[src/rtl/imem_fetch_ctrl.sv]
// Program-memory sequencer: byte-serial loader writes words, fetch path reads
// them and presents instructions to decode through a valid/ready handshake.
module imem_fetch_ctrl #(
  parameter int             DEPTH       = 256,
  parameter int             WIDTH       = 32,
  parameter int             ADD_WIDTH   = 8,
  parameter logic [6:0]     HALT_OPCODE = 7'b1111111
) (
  input  logic                 clk,
  input  logic                 rst_n,
  input  logic                 load_en,
  input  logic                 load_valid,
  input  logic [7:0]           load_byte,
  input  logic                 start,
  input  logic                 branch_valid,
  input  logic [ADD_WIDTH-1:0] branch_target,
  output logic [ADD_WIDTH-1:0] mem_addr,
  output logic [WIDTH-1:0]     mem_wdata,
  output logic                 mem_we,
  input  logic [WIDTH-1:0]     mem_rdata,
  output logic                 instr_valid,
  input  logic                 instr_ready,
  output logic [WIDTH-1:0]     instr,
  output logic [ADD_WIDTH-1:0] instr_pc,
  output logic                 halted,
  output logic                 busy
);

  localparam int BYTES = WIDTH / 8;
  localparam int CW    = (BYTES > 1) ? $clog2(BYTES) : 1;
  localparam logic [CW-1:0]        CNT_LAST  = CW'(BYTES - 1);
  localparam logic [CW-1:0]        CNT_ONE   = CW'(1);
  localparam logic [ADD_WIDTH-1:0] ADDR_LAST = ADD_WIDTH'(DEPTH - 1);
  localparam logic [ADD_WIDTH-1:0] ADDR_ONE  = ADD_WIDTH'(1);

  typedef enum logic [1:0] {IDLE, LOAD, RUN, HALT} state_t;

  state_t               state, state_n;
  logic [ADD_WIDTH-1:0] pc, pc_n, pc_inc;
  logic [ADD_WIDTH-1:0] load_addr, load_addr_n, load_addr_inc;
  logic [CW-1:0]        byte_cnt, byte_cnt_n;
  logic [WIDTH-1:0]     word_buf, word_buf_n, word_ins;
  logic                 mem_we_n;
  logic [WIDTH-1:0]     mem_wdata_n;
  logic                 instr_valid_n;
  logic [WIDTH-1:0]     instr_n;
  logic [ADD_WIDTH-1:0] instr_pc_n;
  logic                 halted_n;

  // Wrap at DEPTH-1 rather than relying on natural overflow of the register.
  assign pc_inc        = (pc == ADDR_LAST) ? '0 : pc + ADDR_ONE;
  assign load_addr_inc = (load_addr == ADDR_LAST) ? '0 : load_addr + ADDR_ONE;

  always_comb begin
    word_ins = word_buf;
    for (int i = 0; i < BYTES; i++)
      if (byte_cnt == CW'(i)) word_ins[8*i +: 8] = load_byte;
  end

  // NOTE: every signal gets a default before the case so no path leaves it
  // unassigned; otherwise synthesis infers a latch.
  always_comb begin
    state_n       = state;
    pc_n          = pc;
    load_addr_n   = mem_we ? load_addr_inc : load_addr;
    byte_cnt_n    = byte_cnt;
    word_buf_n    = word_buf;
    mem_we_n      = 1'b0;
    mem_wdata_n   = mem_wdata;
    instr_valid_n = instr_ready ? 1'b0 : instr_valid;
    instr_n       = instr;
    instr_pc_n    = instr_pc;
    halted_n      = halted;

    unique case (state)
      IDLE: begin
        if (load_en) begin
          state_n     = LOAD;
          load_addr_n = '0;
          byte_cnt_n  = '0;
        end else if (start) begin
          state_n = RUN;
          pc_n    = '0;
        end
      end
      LOAD: begin
        if (!load_en) begin
          state_n    = IDLE;
          byte_cnt_n = '0;
        end else if (load_valid) begin
          word_buf_n = word_ins;
          byte_cnt_n = (byte_cnt == CNT_LAST) ? '0 : byte_cnt + CNT_ONE;
          if (byte_cnt == CNT_LAST) begin
            mem_we_n    = 1'b1;
            mem_wdata_n = word_ins;
          end
        end
      end
      RUN: begin
        if (load_en) begin
          state_n       = LOAD;
          instr_valid_n = 1'b0;
          load_addr_n   = '0;
          byte_cnt_n    = '0;
        end else if (branch_valid) begin
          instr_valid_n = 1'b0;
          pc_n          = branch_target;
        end else if (!instr_valid || instr_ready) begin
          instr_n       = mem_rdata;
          instr_pc_n    = pc;
          instr_valid_n = 1'b1;
          if (mem_rdata[6:0] == HALT_OPCODE) begin
            state_n  = HALT;
            halted_n = 1'b1;
          end else begin
            pc_n = pc_inc;
          end
        end
      end
      HALT: begin
        if (load_en) begin
          state_n       = LOAD;
          halted_n      = 1'b0;
          instr_valid_n = 1'b0;
          load_addr_n   = '0;
          byte_cnt_n    = '0;
        end
      end
      default: state_n = IDLE;
    endcase
  end

  // NOTE: sequential state uses non-blocking assignments so every register
  // samples the pre-edge values regardless of statement order.
  always_ff @(posedge clk) begin
    if (!rst_n) begin
      state       <= IDLE;
      pc          <= '0;
      load_addr   <= '0;
      byte_cnt    <= '0;
      word_buf    <= '0;
      mem_we      <= 1'b0;
      mem_wdata   <= '0;
      instr_valid <= 1'b0;
      instr       <= '0;
      instr_pc    <= '0;
      halted      <= 1'b0;
    end else begin
      state       <= state_n;
      pc          <= pc_n;
      load_addr   <= load_addr_n;
      byte_cnt    <= byte_cnt_n;
      word_buf    <= word_buf_n;
      mem_we      <= mem_we_n;
      mem_wdata   <= mem_wdata_n;
      instr_valid <= instr_valid_n;
      instr       <= instr_n;
      instr_pc    <= instr_pc_n;
      halted      <= halted_n;
    end
  end

  assign mem_addr = mem_we ? load_addr : pc;
  assign busy     = (state == LOAD) || (state == RUN);

endmodule
[config.mk]
export PLATFORM = sky130hd
export DESIGN_NAME = imem_fetch_ctrl
export DESIGN_NICKNAME = d
export VERILOG_FILES = /design/src/rtl/imem_fetch_ctrl.sv
export SDC_FILE = /design/constraint.sdc
export NUM_CORES = 1
export LEC_CHECK = 0
export ABC_AREA = 1
export ABC_CLOCK_PERIOD_IN_PS = 3900
export CAP_MARGIN = 20
export CELL_PAD_IN_SITES_DETAIL_PLACEMENT = 0
export CELL_PAD_IN_SITES_GLOBAL_PLACEMENT = 1
export CORE_MARGIN = 5
export CORE_UTILIZATION = 37
export DETAILED_ROUTE_END_ITERATION = 10
export PLACE_DENSITY_LB_ADDON = 0.12
export SETUP_SLACK_MARGIN = 0.4
export SLEW_MARGIN = 10
export SYNTH_ARGS = -nofsm -noshare
export SYNTH_HDL_FRONTEND = slang
export SYNTH_SLANG_ARGS = --single-unit
[constraint.sdc]
create_clock -name clk -period 3.9 [get_ports clk]
set_input_delay 0.78 -clock clk [delete_from_list [all_inputs] [get_ports clk]]
set_output_delay 0.78 -clock clk [all_outputs]
set_load 0.02 [all_outputs]
## Word-level counts from Yosys, hierarchy flattened

Index checks and enable logic that the tools add are counted.

| cells by class | value |
|---|---|
| $add $sub $neg | 3 |
| equality and inequality tests | 25 |
| multiplexer cells | 44 |
| bitwise gates (word level) | 2 |
| reductions and logical operators | 16 |

Operators by type and width:

| cell | count |
|---|---|
| two-way mux 8 bit | 16 |
| two-way mux 2 bit | 12 |
| inequality test 3 bit (second input constant) | 7 |
| AND reduction 6 bit | 3 |
| adder 8 x 1 -> 8 bit (second input constant) | 2 |
| == test 8 bit (second input constant) | 2 |
| inequality test 2 bit (second input constant) | 8 |
| case mux 8 bit (2 select lines) | 1 |
| AND reduction 4 bit | 3 |
| two-way mux 1 bit | 11 |
| == test 2 bit (second input constant) | 4 |
| case mux 2 bit (4 select lines) | 1 |
| == test 7 bit (second input constant) | 1 |
| == test 2 x 1 -> 1 bit (second input constant) | 2 |
| zero test 2 bit | 2 |
| case mux 1 bit (2 select lines) | 2 |
| case mux 2 bit (2 select lines) | 1 |
| nonzero test 2 bit | 2 |
| AND reduction 3 bit | 1 |
| OR reduction 3 bit | 1 |
| adder 2 x 1 -> 2 bit (second input constant) | 1 |
| logical OR 1 bit | 2 |
| inequality test 2 x 1 -> 1 bit (second input constant) | 1 |
| inverter 1 bit | 2 |
| 2 further kinds | 2 |

| word-level totals | value |
|---|---|
| register bits | 127 |
| input bits | 55 |
| word-level logic and storage cells | 101 |

## Longest topological paths before layout

Gate-level depths: netlist of run 1.

| logic depth | value |
|---|---|
| depth in word-level cells | 7 |
| gate-level depth with buffers | 10 |
| mapped depth without buffers | 10 |

## Worst setup path before layout of run 1

OpenSTA, ideal clock, no wires.

| timing path | value |
|---|---|
| path type | register to output |
| start | register mem_we |
| end | output port mem_addr[3] |
| arrival time | 1238 ps |
| required time | 3120 ps |
| path slack | 1882 ps |
| cell stages (with the launch flop) | 4 |
| cell sequence | dfxtp_1 buf_2 clkbuf_1 o21ai_0 |

| between the ends | value |
|---|---|
| word-level cells in the longest chain between the ends | 1 |

RTL lines:

| element | RTL line | text |
|---|---|---|
| start, declared | 19 | `output logic mem_we,` |
| start signal, assigned | 154 | `mem_we <= mem_we_n;` |
| two-way mux 8 bit | 163 | `assign mem_addr = mem_we ? load_addr : pc;` |
| end, declared | 17 | `output logic [ADD_WIDTH-1:0] mem_addr,` |

Every way passes these cells.

## Worst setup path in the final report of run 1

| timing path | value |
|---|---|
| start | register mem_we |
| end | output port mem_addr[6] |

Same word-level chain as after synthesis.

==> flow_summary.html, run 1 <==
<table>
<tr><th>Metric</th><th>Value</th></tr>
<tr><th colspan="2">Final layout</th></tr>
<tr><td>Area Overhead vs Synth</td><td>41.0%</td></tr>
<tr><td>Post-route cell area</td><td>7080 µm²</td></tr>
<tr><td>Fraction of layout cells with a size suffix above 1</td><td>5.50%</td></tr>
<tr><td>Final layout net count</td><td>853</td></tr>
<tr><td>Number of antenna diodes</td><td>0</td></tr>
<tr><th colspan="2">Synthesis</th></tr>
<tr><td>Synthesized cell area</td><td>5020 µm²</td></tr>
<tr><td>Fraction of synthesis flops using an asynchronous set or reset pin</td><td>0%</td></tr>
<tr><td>Parity-gate share of the synthesized area counting xor and xnor cells</td><td>0.698%</td></tr>
<tr><td>Post-Syn Nets</td><td>729</td></tr>
<tr><td>Dominant register cell in the synthesized netlist</td><td>sky130_fd_sc_hd__dfxtp_1</td></tr>
<tr><td>Number of synthesized flops with an enable pin</td><td>0</td></tr>
<tr><td>Synth Instances</td><td>663</td></tr>
<tr><td>Syn avg cell area</td><td>7.57 µm²</td></tr>
<tr><td>Compound-Gate Fraction of Synth Area</td><td>23.6%</td></tr>
<tr><td>Distinct cell type count of the synthesized netlist</td><td>29</td></tr>
<tr><td>Ys Warns</td><td>0</td></tr>
<tr><td>Sequential fraction of the synthesis area</td><td>47.4%</td></tr>
<tr><td>Fraction of synthesized area in multiplexers</td><td>0%</td></tr>
<tr><td>Number of storage elements in the synthesis netlist</td><td>119</td></tr>
<tr><td>Simple-Gate Fraction of Synth Area</td><td>16.0%</td></tr>
<tr><td>Largest family of logic cells by synthesized area</td><td>compound AO/OA/AOI/OAI gates</td></tr>
<tr><td>Adder and majority cell fraction of the synthesized area</td><td>2.74%</td></tr>
<tr><th colspan="2">Timing</th></tr>
<tr><td>Max Clk Rate</td><td>353 MHz</td></tr>
<tr><td>Unrepaired setup endpoints after global routing</td><td>false</td></tr>
<tr><td>Final critical path time including I/O delays and setup</td><td>2.83 ns</td></tr>
<tr><td>Final-report setup violation count</td><td>0</td></tr>
<tr><td>Slew HR</td><td>53.0%</td></tr>
<tr><td>Worst Max-Slew Pin Slew</td><td>0.705 ns</td></tr>
<tr><td>Number of pins with negative max-slew slack in the final report</td><td>0</td></tr>
<tr><td>Number of failing hold endpoints at the final stage</td><td>0</td></tr>
<tr><td>Max Clock Skew</td><td>0.00660 ns</td></tr>
<tr><td>Total negative slack for setup checks</td><td>0 ns</td></tr>
<tr><td>Period utilisation layout</td><td>72.5%</td></tr>
<tr><th colspan="2">Critical path</th></tr>
<tr><td>Destination of the critical timing path</td><td>mem_addr[6]</td></tr>
<tr><td>Buf/Inv on CP</td><td>1</td></tr>
<tr><td>Launch instance of the worst register-to-register path</td><td>state[0]</td></tr>
<tr><td>Worst endpoint required time</td><td>3.12 ns</td></tr>
<tr><td>Path length in cells of the critical path</td><td>3</td></tr>
<tr><td>Worst-path cell chain</td><td>nand2_1, o21ai_0, clkdlybuf4s50_1</td></tr>
<tr><td>Category of the worst setup path capture point</td><td>output port</td></tr>
<tr><td>Worst stage delay on the critical path</td><td>0.71 ns</td></tr>
<tr><td>Register-to-Register Path Depth</td><td>6</td></tr>
<tr><td>Category of the most critical setup path</td><td>register to output port</td></tr>
<tr><td>Beginning of the critical path</td><td>mem_we</td></tr>
<tr><td>CP Data Arrival Time</td><td>2.05 ns</td></tr>
<tr><td>Maximum fanout count along the critical path</td><td>20</td></tr>
<tr><td>Reg-to-reg endpoint</td><td>instr[17]</td></tr>
<tr><td>Cell type of the slowest stage on the worst timing path</td><td>sky130_fd_sc_hd__dfxtp_1</td></tr>
<tr><td>Cell family with most CP delay</td><td>flip-flops</td></tr>
<tr><td>Startpoint types</td><td>register</td></tr>
<tr><td>Flop-to-flop setup slack</td><td>1.84 ns</td></tr>
<tr><th colspan="2">Global routing</th></tr>
<tr><td>Total global-route track usage</td><td>16.9%</td></tr>
<tr><td>Maximum number of pins on one net before global-route repair</td><td>75</td></tr>
<tr><td>Vias in the first global route</td><td>4419</td></tr>
<tr><td>Initial antenna violation count</td><td>0</td></tr>
<tr><td>Congestion Overflow GR</td><td>0</td></tr>
<tr><td>First-pass GRT wire length</td><td>21800 µm</td></tr>
<tr><th colspan="2">Routing</th></tr>
<tr><td>Total number of vias</td><td>4678</td></tr>
<tr><td>Routed wire per std cell</td><td>13.9 µm</td></tr>
<tr><td>Remaining DRCs</td><td>0</td></tr>
<tr><td>Post-detailed-routing wire length</td><td>13500 µm</td></tr>
<tr><td>TritonRoute pass-1 iters</td><td>4</td></tr>
<tr><td>DRT iter0 DRCs</td><td>221</td></tr>
<tr><td>Vias per std cell</td><td>4.79</td></tr>
<tr><td>Post-DRT Antenna Nets</td><td>0</td></tr>
<tr><th colspan="2">Clock tree</th></tr>
<tr><td>Hold Buf Count CTS</td><td>0</td></tr>
<tr><td>Clk_lat worst skew</td><td>0.41 ns</td></tr>
<tr><td>Post-CTS setup-driven buffer insertion count</td><td>0</td></tr>
<tr><td>Number of gates resized after CTS</td><td>0</td></tr>
<tr><td>CTS tree</td><td>yes</td></tr>
<tr><td>Root buffer cell</td><td>sky130_fd_sc_hd__clkbuf_16</td></tr>
<tr><td>Number of buffers added by the clock tree synthesis step</td><td>17</td></tr>
<tr><td>Clk slew on worst S/H paths</td><td>0.05 ns</td></tr>
<tr><td>Number of buffers on the longest clock path</td><td>2</td></tr>
<tr><td>H-tree Lvls</td><td>4</td></tr>
<tr><td>Number of sinks on the clock net</td><td>119</td></tr>
<tr><th colspan="2">Placed design</th></tr>
<tr><td>Detailed placer's ending HPWL</td><td>9600 µm</td></tr>
<tr><td>Routability-driven placement congestion ratio</td><td>0.843</td></tr>
<tr><td>Count of input and output buffers</td><td>138</td></tr>
<tr><td>Post-placement cell area</td><td>6480 µm²</td></tr>
<tr><th colspan="2">Floorplanning</th></tr>
<tr><td>DIE AREA</td><td>16000 µm²</td></tr>
<tr><td>Std-Cell Core Area</td><td>13300 µm²</td></tr>
<tr><td>I/O Pins</td><td>139</td></tr>
<tr><td>Width of the chip</td><td>126 µm</td></tr>
<tr><td>Effective utilization at floorplan</td><td>37.8%</td></tr>
<tr><td>Row Count</td><td>42</td></tr>
<tr><td>Die Y</td><td>126 µm</td></tr>
<tr><th colspan="2">Flow run</th></tr>
<tr><td>Number of maximum-capacitance violations</td><td>0</td></tr>
<tr><th colspan="2">Power</th></tr>
<tr><td>Static Leak</td><td>0.00263 µW</td></tr>
<tr><td>Ratio of total power to cell area</td><td>449 nW/µm²</td></tr>
<tr><td>Total Power</td><td>3180 µW</td></tr>
<tr><td>Worst vdd rail ir drop</td><td>0.222 mV</td></tr>
<tr><th colspan="2">Outcome</th></tr>
<tr><td>Outcome</td><td>finished, final reports clean</td></tr>
<tr><th colspan="2">Worst hold path</th></tr>
<tr><td>Path category of the worst min-delay check</td><td>register to register</td></tr>
<tr><td>Hold Path Stages</td><td>2</td></tr>
</table>
-- worst register-to-register path, delay by kind of cell, from the launching register on --
| family | cells | cell delay, ns |
|---|---|---|
| compound gates | 2 | 0.26 |
| simple gates | 1 | 0.47 |
| fa+ha+maj | 1 | 0.28 |
| buf+inv | 2 | 0.58 |
| flops | 1 | 0.36 |
-- metal layers --
layer | part of all wire, % | vias to the layer above | GRT usage (%) | wire (µm)
li1 | - | 2438 | - | -
met4 | 1.3 | 0 | 5.80 | 172
met2 | 45 | 116 | 26.2 | 6050
met1 | 49 | 2108 | 22.5 | 6560
met5 | 0 | - | 0 | 0
met3 | 5.5 | 16 | 4.88 | 738
-- metrics by stage --
step                std cells  hold slack [ns]  setup WS (ns)  utilization (%)
finish                    976            0.441           1.07             53.2
global route              976            0.456          0.915             53.2
CTS                       976            0.446           1.04             53.2
detailed placement        944            0.437          0.948             48.8
global placement          944            0.432           1.06             48.8
floorplan                 663            0.435           1.88                -
-- placed cells by master, fill, tap and decap left out, types with 4 or more instances in the layout --
cell	instances
sky130_fd_sc_hd__nor2_1	25
sky130_fd_sc_hd__clkbuf_16	17
sky130_fd_sc_hd__inv_1	77
sky130_fd_sc_hd__clkdlybuf4s50_1	137
sky130_fd_sc_hd__o21ai_1	32
sky130_fd_sc_hd__a21oi_1	82
sky130_fd_sc_hd__o21ai_0	79
sky130_fd_sc_hd__dfxtp_1	119
sky130_fd_sc_hd__nand3_1	41
sky130_fd_sc_hd__clkbuf_1	5
sky130_fd_sc_hd__ha_1	11
sky130_fd_sc_hd__buf_4	7
sky130_fd_sc_hd__nand2_1	108
sky130_fd_sc_hd__nor3_1	4
sky130_fd_sc_hd__o21a_1	25
-- final cells by class --
class                   count  area (µm²)
fillers                  1292        6220
flip-flops and latches    119        2380
multi-input cells         426        2160
repair buffers            145        1430
clock buffers              24         472
inverters                  78         293
well taps                 176         220
clock inverters             8         121
-- kinds of logic after synthesis --
kind of cell / after synthesis
and+or+nand+nor: 189
buffers and inverters: 118
DFF: 119
AOI/OAI and AO/OA: 222
adders and majority gates: 11
xor gates and xnor gates: 4
-- report_power, final --
part / switching [µW] / leakage (µW) / internal [µW]
clock: 532 / 0.000288 / 1040
combinational: 186 / 0.00138 / 150
sequential: 23.0 / 0.000962 / 1250
total: 741 / 0.00263 / 2440
-- synth_stat cells (all sizes together) (4+ instances only) --
cell type | count | area share [%]
inv | 78 | 5.8
o21a | 25 | 3.7
dfxtp | 119 | 47
buf | 13 | 1.7
ha | 11 | 2.7
nor2 | 27 | 2.2
clkbuf | 27 | 2.0
nand3 | 42 | 4.3
o21ai | 111 | 11
nor3 | 4 | 0.40
a21oi | 82 | 8.2
nand2 | 110 | 8.3
-- state kept, by name (all words and copies together), names as in the netlist --
name,cells
instr_pc,8
byte_cnt,2
mem_wdata,32
instr_valid,1
mem_we,1
instr,32
state,2
pc,8
word_buf,24
halted,1
load_addr,8
-- worst min path at each step --
stage                       startpoint           end
after floorplan           word_buf[10]  word_buf[10]
after global placement        instr[5]      instr[5]
after detailed placement     instr[23]     instr[23]
after CTS                    instr[23]     instr[23]
after global routing         instr[21]     instr[21]
final                        instr[23]     instr[23]
Power figures use the tool's default switching activity.
==> inputs of run 2 (changes only) <==
ABC_CLOCK_PERIOD_IN_PS = 2520   (was 3900)
CORE_UTILIZATION = 31   (was 37)
clock period = 2.52 ns   (was 3.9 ns; I/O delays follow)
==> run 2 against run 1 <==
  * Sequential power up 55%
  * Critical path depth did not move
  * Critical path type unchanged
  * Worst setup slack got worse by 0.61 ns
  * Total power increased by 50%
  * Non-clock buffer count is the same
  * Die area grew 18%
  * Cell count up 3.8%
==> flow_summary.html, run 2 (synthesis gave the netlist of run 1 again) <==
<table>
<tr><th>Metric</th><th>Value</th></tr>
<tr><th colspan="2">Placed design</th></tr>
<tr><td>Post-placement cell area</td><td>6570 µm² (+1.2%)</td></tr>
<tr><td>Worst slack at placement</td><td>0.356 ns (-0.592 ns)</td></tr>
<tr><td>Count of input and output buffers</td><td>138 (unchanged)</td></tr>
<tr><td>Routability-driven placement congestion ratio</td><td>0.802 (-4.9%)</td></tr>
<tr><td>Detailed placer's ending HPWL</td><td>9900 µm (+3.1%)</td></tr>
<tr><td>Total placed cells including tap cells</td><td>984 (+4.2%)</td></tr>
<tr><th colspan="2">Timing</th></tr>
<tr><td>Final-report setup violation count</td><td>0 (unchanged)</td></tr>
<tr><td>Number of pins with negative max-slew slack in the final report</td><td>0 (unchanged)</td></tr>
<tr><td>Worst Max-Slew Pin Slew</td><td>0.726 ns (+0.0214 ns)</td></tr>
<tr><td>Max Clock Skew</td><td>0.0137 ns (+0.00714 ns)</td></tr>
<tr><td>Period utilisation layout</td><td>81.7%</td></tr>
<tr><td>Final critical path time including I/O delays and setup</td><td>2.06 ns</td></tr>
<tr><td>Slew HR</td><td>51.6% (-1.4 points)</td></tr>
<tr><td>Number of failing hold endpoints at the final stage</td><td>0 (unchanged)</td></tr>
<tr><td>Max Clk Rate</td><td>486 MHz</td></tr>
<tr><td>PnR worst setup slack</td><td>0.461 ns (-0.610 ns)</td></tr>
<tr><td>Total negative slack for setup checks</td><td>0 ns (unchanged)</td></tr>
<tr><td>Unrepaired setup endpoints after global routing</td><td>false</td></tr>
<tr><th colspan="2">Critical path</th></tr>
<tr><td>CP Data Arrival Time</td><td>1.56 ns (-0.49 ns)</td></tr>
<tr><td>Category of the most critical setup path</td><td>register to output port</td></tr>
<tr><td>Worst endpoint required time</td><td>2.02 ns (-1.10 ns)</td></tr>
<tr><td>Flop-to-flop setup slack</td><td>0.65 ns (-1.19 ns)</td></tr>
<tr><td>Maximum fanout count along the critical path</td><td>5 (-75%)</td></tr>
<tr><td>Startpoint types</td><td>register</td></tr>
<tr><td>Category of the worst setup path capture point</td><td>output port</td></tr>
<tr><th colspan="2">Routing</th></tr>
<tr><td>Post-DRT Antenna Nets</td><td>0 (unchanged)</td></tr>
<tr><td>Routed wire per std cell</td><td>13.9 µm (+0.38%)</td></tr>
<tr><td>DRT iter0 DRCs</td><td>199 (-10%)</td></tr>
<tr><td>Total number of vias</td><td>4678 (unchanged)</td></tr>
<tr><td>TritonRoute pass-1 iters</td><td>5 (+1)</td></tr>
<tr><td>Vias per std cell</td><td>4.62 (-3.7%)</td></tr>
<tr><td>Post-detailed-routing wire length</td><td>14100 µm (+4.2%)</td></tr>
<tr><td>Remaining DRCs</td><td>0 (unchanged)</td></tr>
<tr><th colspan="2">Floorplanning</th></tr>
<tr><td>I/O Pins</td><td>139 (unchanged)</td></tr>
<tr><td>Die Y</td><td>137 µm (+8.5%)</td></tr>
<tr><td>DIE AREA</td><td>18800 µm² (+18%)</td></tr>
<tr><td>Std-Cell Core Area</td><td>15900 µm² (+19%)</td></tr>
<tr><td>Row Count</td><td>46 (+9.5%)</td></tr>
<tr><td>Effective utilization at floorplan</td><td>31.6% (-6.2 points)</td></tr>
<tr><td>Width of the chip</td><td>137 µm (+8.5%)</td></tr>
<tr><th colspan="2">Clock tree</th></tr>
<tr><td>Number of buffers on the longest clock path</td><td>2 (unchanged)</td></tr>
<tr><td>CTS tree</td><td>yes</td></tr>
<tr><td>Number of buffers added by the clock tree synthesis step</td><td>17 (unchanged)</td></tr>
<tr><td>Root buffer cell</td><td>sky130_fd_sc_hd__clkbuf_16</td></tr>
<tr><td>Clk_lat worst skew</td><td>0.41 ns (about the same)</td></tr>
<tr><td>Clk slew on worst S/H paths</td><td>0.05 ns (about the same)</td></tr>
<tr><td>Hold Buf Count CTS</td><td>0 (unchanged)</td></tr>
<tr><td>Number of sinks on the clock net</td><td>119 (unchanged)</td></tr>
<tr><td>H-tree Lvls</td><td>4 (unchanged)</td></tr>
<tr><th colspan="2">Worst hold path</th></tr>
<tr><td>Path category of the worst min-delay check</td><td>register to register</td></tr>
<tr><th colspan="2">Final layout</th></tr>
<tr><td>Final layout net count</td><td>853 (unchanged)</td></tr>
<tr><td>Number of antenna diodes</td><td>0 (unchanged)</td></tr>
<tr><td>Fraction of layout cells with a size suffix above 1</td><td>5.65% (+0.15 points)</td></tr>
<tr><td>Area Overhead vs Synth</td><td>41.7%</td></tr>
<tr><td>Largest registers</td><td>instr: 32 flops, mem_wdata: 32 flops, word_buf: 24 flops</td></tr>
<tr><td>Most common cell after layout, fill and taps aside</td><td>sky130_fd_sc_hd__clkdlybuf4s50_1</td></tr>
<tr><td>Post-route cell area</td><td>7110 µm² (+0.51%)</td></tr>
<tr><td>Number of cells in the finished layout apart from fillers</td><td>1013 (+3.8%)</td></tr>
<tr><td>Most frequent cells in the layout</td><td>sky130_fd_sc_hd__clkdlybuf4s50_1, sky130_fd_sc_hd__dfxtp_1, sky130_fd_sc_hd__nand2_1, sky130_fd_sc_hd__a21oi_1, sky130_fd_sc_hd__o21ai_0</td></tr>
<tr><th colspan="2">Outcome</th></tr>
<tr><td>Outcome</td><td>finished, final reports clean</td></tr>
<tr><th colspan="2">Global routing</th></tr>
<tr><td>Initial antenna violation count</td><td>0 (unchanged)</td></tr>
<tr><td>Vias in the first global route</td><td>4533 (+2.6%)</td></tr>
<tr><td>Total global-route track usage</td><td>15.3% (-1.6 points)</td></tr>
<tr><td>Maximum number of pins on one net before global-route repair</td><td>81 (+8.0%)</td></tr>
<tr><td>First-pass GRT wire length</td><td>22600 µm (+3.4%)</td></tr>
<tr><td>Congestion Overflow GR</td><td>0 (unchanged)</td></tr>
<tr><th colspan="2">Power</th></tr>
<tr><td>Static Leak</td><td>0.00268 µW (+1.9%)</td></tr>
<tr><td>Ratio of total power to cell area</td><td>671 nW/µm² (+49%)</td></tr>
<tr><td>Worst vdd rail ir drop</td><td>0.404 mV (+82%)</td></tr>
<tr><th colspan="2">Flow run</th></tr>
<tr><td>Number of maximum-capacitance violations</td><td>0 (unchanged)</td></tr>
</table>
[run 2: cell types whose count changed in the layout (fill, tap and decap cells not counted), sizes merged]
cell / delta
dlygate4sd2: +7
clkinv: +2
clkdlybuf4s50: -9
clkdlybuf4s15: +1
clkbuf: -4
dlymetal6s2s: +1
bufinv: -1
[run 2: critical path, cell delays in order (launching register included)]
cell	delay (ns)
sky130_fd_sc_hd__dfxtp_1	0.40
sky130_fd_sc_hd__inv_1	0.11
sky130_fd_sc_hd__ha_1	0.32
sky130_fd_sc_hd__clkdlybuf4s15_1	0.31
[run 2: power breakdown]
part	switching (µW)	leakage, µW	total [µW]	internal (µW)
clock network	822	0.000271	2280	1460
logic	292	0.00144	521	229
registers	34.9	0.000962	1980	1940
[run 2: final cells by class]
class                           count  area [µm²]
Clock buffer                       20         447
Clock inverter                      9         105
Fill cell                        1631        8770
Inverter                           78         293
Multi-Input combinational cell    426        2170
Sequential cell                   119        2390
Tap cell                          216         270
Timing Repair Buffer              145        1450
[run 2: layer usage]
layer	global-route usage (%)	vias to the layer above	wire, µm
met1	21.2	2110	7100
li1	-	2432	-
met5	0	-	0
met4	5.60	0	202
met3	3.87	15	779
met2	22.9	121	6010
[run 2: repair_timing]
item	CTS	global route
pin swaps	0	0
buffers inserted	0	0
endpoints found under the hold margin	0	0
endpoints found under the setup margin	10	1
resized for setup	11	1
[run 2: final timing paths]
kind / start / to / cells after the start
worst min-delay path: instr[22] / instr[22] / 2
worst min register to register: instr[22] / instr[22] / 2
worst max-delay path: state[0] / busy / 3
worst max register to register: state[0] / pc[2] / 9
[run 2: stage by stage]
stage | util, % | hold slack, ns | total power, µW
floorplan | - | 0.435 | 2300
global placement | 41.3 | 0.432 | 2540
detailed placement | 41.3 | 0.436 | 2550
CTS | 44.8 | 0.445 | 4860
global route | 44.8 | 0.461 | 5000
finish | 44.8 | 0.441 | 4780
==> inputs of run 3 (changes only) <==
ABC_CLOCK_PERIOD_IN_PS = 2000   (was 2520)
CORE_UTILIZATION = 34   (was 31)
clock period = 2 ns   (was 2.52 ns; I/O delays follow)
==> run 3 against run 2 <==
  * Combinational power rose by 29%
  * Die area fell by 8.2%
  * Critical path depth is the same
  * Critical path type unchanged
  * Cell count shrank 0.99%
  * Clock skew is 0.0087 ns lower
  * Core utilization grew 5.6 points
==> flow_summary.html, run 3 (synthesis gave the netlist of run 1 again) <==
<table>
<tr><th>Metric</th><th>Value</th></tr>
<tr><th colspan="2">Critical path</th></tr>
<tr><td>Worst endpoint required time</td><td>1.60 ns (-0.42 ns)</td></tr>
<tr><td>Startpoint types</td><td>register</td></tr>
<tr><td>Maximum fanout count along the critical path</td><td>3 (-2)</td></tr>
<tr><td>Launch instance of the worst register-to-register path</td><td>state[1]</td></tr>
<tr><td>Worst stage delay on the critical path</td><td>0.34 ns (-0.06 ns)</td></tr>
<tr><td>Category of the worst setup path capture point</td><td>output port</td></tr>
<tr><td>Destination of the critical timing path</td><td>busy</td></tr>
<tr><td>Register-to-Register Path Depth</td><td>9 (unchanged)</td></tr>
<tr><td>Reg-to-reg endpoint</td><td>mem_wdata[8]</td></tr>
<tr><td>Cell type of the slowest stage on the worst timing path</td><td>sky130_fd_sc_hd__dfxtp_2</td></tr>
<tr><td>CP Data Arrival Time</td><td>1.30 ns (-0.26 ns)</td></tr>
<tr><td>Category of the most critical setup path</td><td>register to output port</td></tr>
<tr><td>Beginning of the critical path</td><td>state[1]</td></tr>
<tr><td>Worst-path cell chain</td><td>inv_1, ha_1, buf_6</td></tr>
<tr><td>Flop-to-flop setup slack</td><td>0.55 ns (-0.10 ns)</td></tr>
<tr><th colspan="2">Final layout</th></tr>
<tr><td>Most frequent cells in the layout</td><td>sky130_fd_sc_hd__dfxtp_1, sky130_fd_sc_hd__nand2_1, sky130_fd_sc_hd__a21oi_1, sky130_fd_sc_hd__inv_1, sky130_fd_sc_hd__dlygate4sd2_1</td></tr>
<tr><td>Largest registers</td><td>instr: 32 flops, mem_wdata: 32 flops, word_buf: 24 flops</td></tr>
<tr><td>Fraction of layout cells with a size suffix above 1</td><td>12.3% (+6.7 points)</td></tr>
<tr><td>Area taken by multi-input logic gates</td><td>2210 µm² (+1.8%)</td></tr>
<tr><td>Fill cell count</td><td>1443 (-12%)</td></tr>
<tr><td>Area Overhead vs Synth</td><td>46.0%</td></tr>
<tr><td>Most common cell after layout, fill and taps aside</td><td>sky130_fd_sc_hd__dfxtp_1</td></tr>
<tr><td>Final layout net count</td><td>872 (+2.2%)</td></tr>
<tr><td>Number of antenna diodes</td><td>0 (unchanged)</td></tr>
<tr><td>Combined flip-flop and latch cell area</td><td>2390 µm² (+0.37%)</td></tr>
<tr><th colspan="2">Routing</th></tr>
<tr><td>Remaining DRCs</td><td>0 (unchanged)</td></tr>
<tr><td>Routed wire per std cell</td><td>14.2 µm (+1.8%)</td></tr>
<tr><td>Post-detailed-routing wire length</td><td>14200 µm (+0.79%)</td></tr>
<tr><td>TritonRoute pass-1 iters</td><td>4 (-1)</td></tr>
<tr><td>Total number of vias</td><td>4813 (+2.9%)</td></tr>
<tr><td>Post-DRT Antenna Nets</td><td>0 (unchanged)</td></tr>
<tr><td>Vias per std cell</td><td>4.80 (+3.9%)</td></tr>
<tr><td>DRT iter0 DRCs</td><td>249 (+25%)</td></tr>
<tr><th colspan="2">Clock tree</th></tr>
<tr><td>Clk_lat worst skew</td><td>0.42 ns (about the same)</td></tr>
<tr><td>Clk slew on worst S/H paths</td><td>0.06 ns (about the same)</td></tr>
<tr><td>CTS tree</td><td>yes</td></tr>
<tr><td>H-tree Lvls</td><td>4 (unchanged)</td></tr>
<tr><td>Hold Buf Count CTS</td><td>0 (unchanged)</td></tr>
<tr><td>Number of sinks on the clock net</td><td>119 (unchanged)</td></tr>
<tr><td>Number of buffers added by the clock tree synthesis step</td><td>17 (unchanged)</td></tr>
<tr><td>Root buffer cell</td><td>sky130_fd_sc_hd__clkbuf_16</td></tr>
<tr><td>Number of buffers on the longest clock path</td><td>2 (unchanged)</td></tr>
<tr><th colspan="2">Timing</th></tr>
<tr><td>Total negative slack for setup checks</td><td>0 ns (unchanged)</td></tr>
<tr><td>Number of pins with negative max-slew slack in the final report</td><td>0 (unchanged)</td></tr>
<tr><td>Final critical path time including I/O delays and setup</td><td>1.70 ns</td></tr>
<tr><td>Unrepaired setup endpoints after global routing</td><td>true</td></tr>
<tr><td>Worst Max-Slew Pin Slew</td><td>0.452 ns (-0.274 ns)</td></tr>
<tr><td>Max Clk Rate</td><td>588 MHz</td></tr>
<tr><td>Fin Hold WS</td><td>0.440 ns (-0.00107 ns)</td></tr>
<tr><td>Slew HR</td><td>69.8% (+18 points)</td></tr>
<tr><td>Number of failing hold endpoints at the final stage</td><td>0 (unchanged)</td></tr>
<tr><td>Final-report setup violation count</td><td>0 (unchanged)</td></tr>
<tr><td>Period utilisation layout</td><td>85.0%</td></tr>
<tr><td>Max Clock Skew</td><td>0.00508 ns (-0.00866 ns)</td></tr>
<tr><th colspan="2">Power</th></tr>
<tr><td>Switching part of the total power</td><td>23.4% (-0.62 points)</td></tr>
<tr><td>Total Power</td><td>6630 µW (+39%)</td></tr>
<tr><td>Worst vdd rail ir drop</td><td>0.538 mV (+33%)</td></tr>
<tr><td>Static Leak</td><td>0.00317 µW (+18%)</td></tr>
<tr><td>Sequential Power Share</td><td>37.5% (-3.9 points)</td></tr>
<tr><td>Share of total power in the clock network</td><td>52.4% (+4.7 points)</td></tr>
<tr><td>Combinational Power Share</td><td>10.1% (-0.8 points)</td></tr>
<tr><td>Ratio of total power to cell area</td><td>905 nW/µm² (+35%)</td></tr>
<tr><td>P_int</td><td>5080 µW (+40%)</td></tr>
<tr><td>Reported net switching power</td><td>1550 µW (+35%)</td></tr>
<tr><th colspan="2">Placed design</th></tr>
<tr><td>Count of input and output buffers</td><td>138 (unchanged)</td></tr>
<tr><td>Detailed placer's ending HPWL</td><td>9920 µm (+0.22%)</td></tr>
<tr><td>Routability-driven placement congestion ratio</td><td>0.848 (+5.8%)</td></tr>
<tr><th colspan="2">Global routing</th></tr>
<tr><td>First-pass GRT wire length</td><td>23600 µm (+4.6%)</td></tr>
<tr><td>Total global-route track usage</td><td>16.6% (+1.3 points)</td></tr>
<tr><td>Initial antenna violation count</td><td>0 (unchanged)</td></tr>
<tr><td>Maximum number of pins on one net before global-route repair</td><td>81 (unchanged)</td></tr>
<tr><td>Congestion Overflow GR</td><td>0 (unchanged)</td></tr>
<tr><td>Vias in the first global route</td><td>4695 (+3.6%)</td></tr>
<tr><th colspan="2">Floorplanning</th></tr>
<tr><td>I/O Pins</td><td>139 (unchanged)</td></tr>
<tr><td>Die Y</td><td>132 µm (-4.2%)</td></tr>
<tr><td>Effective utilization at floorplan</td><td>34.5% (+2.9 points)</td></tr>
<tr><td>Std-Cell Core Area</td><td>14500 µm² (-8.5%)</td></tr>
<tr><td>Row Count</td><td>44 (-4.3%)</td></tr>
<tr><td>DIE AREA</td><td>17300 µm² (-8.2%)</td></tr>
<tr><td>Width of the chip</td><td>132 µm (-4.2%)</td></tr>
<tr><th colspan="2">Worst hold path</th></tr>
<tr><td>Path category of the worst min-delay check</td><td>register to register</td></tr>
<tr><td>Hold Path Stages</td><td>2 (unchanged)</td></tr>
<tr><th colspan="2">Outcome</th></tr>
<tr><td>Outcome</td><td>finished, final reports clean</td></tr>
<tr><th colspan="2">Flow run</th></tr>
<tr><td>Number of maximum-capacitance violations</td><td>0 (unchanged)</td></tr>
</table>
[run 3: changes by cell type in the layout (fill, tap and decap cells not counted), moves of 5 or more]
cell                              delta
sky130_fd_sc_hd__nand2_2             +5
sky130_fd_sc_hd__dlygate4sd2_1      +66
sky130_fd_sc_hd__o21ai_1             +7
sky130_fd_sc_hd__o21ai_0             -9
sky130_fd_sc_hd__nand2_1             -5
sky130_fd_sc_hd__buf_4              +18
sky130_fd_sc_hd__clkdlybuf4s50_1    -76
sky130_fd_sc_hd__buf_6               +9
sky130_fd_sc_hd__dfxtp_1             -5
[run 3: cell type report]
type | count | area share [%]
flip-flops and latches | 119 | 32.7
clock buffers | 17 | 5.81
repair buffers | 164 | 20.8
well taps | 184 | 3.14
inverters | 78 | 4.03
multi-input cells | 426 | 30.1
clock inverters | 15 | 3.41
[run 3: how the worst min path moves through the flow]
stage | startpoint | end
floorplan | word_buf[10] | word_buf[10]
global placement | instr[21] | instr[21]
detailed placement | instr[11] | instr[11]
CTS | instr[11] | instr[11]
global route | instr[11] | instr[11]
finish | instr[11] | instr[11]
[run 3: stage by stage]
stage | area [µm²] | utilization (%) | setup WS, ns | std cells
after detailed placement | 6640 | 45.7 | 0.0993 | 966
after global routing | 7330 | 50.4 | 0.243 | 1003
final | 7330 | 50.4 | 0.300 | 1003
after global placement | 6640 | 45.7 | 0.119 | 966
after floorplan | 5020 | - | 0.362 | 663
after CTS | 7240 | 49.8 | 0.219 | 1002
[run 3: power by group through the flow]
| stage | Combinational (µW) | Sequential [µW] | Clock (µW) |
|---|---|---|---|
| floorplan | 321 | 2580 | 0 |
| global placement | 675 | 2540 | 0 |
| detailed placement | 682 | 2540 | 0 |
| CTS | 656 | 2490 | 3560 |
| global route | 746 | 2500 | 3690 |
| finish | 670 | 2490 | 3480 |
[run 3: repair_timing]
action                                  CTS  global route
resized for setup                       139            38
gates cloned                              2             0
buffers inserted                          2             1
endpoints found under the setup margin   93            82
endpoints found under the hold margin     0             0
pin swaps                                 1             5
[run 3: critical path: cells and delay by family (launching register included)]
kind | cells | cell delay [ns]
adders and majority gates | 1 | 0.32
DFF | 1 | 0.34
buffers and inverters | 2 | 0.22
[run 3: metal layers]
layer	global-route usage [%]	vias to the layer above	share of wire, %
met4	4.91	0	1.2
met5	0	-	0
li1	-	2478	-
met1	22.9	2185	50
met2	24.6	134	42
met3	5.81	16	6.4
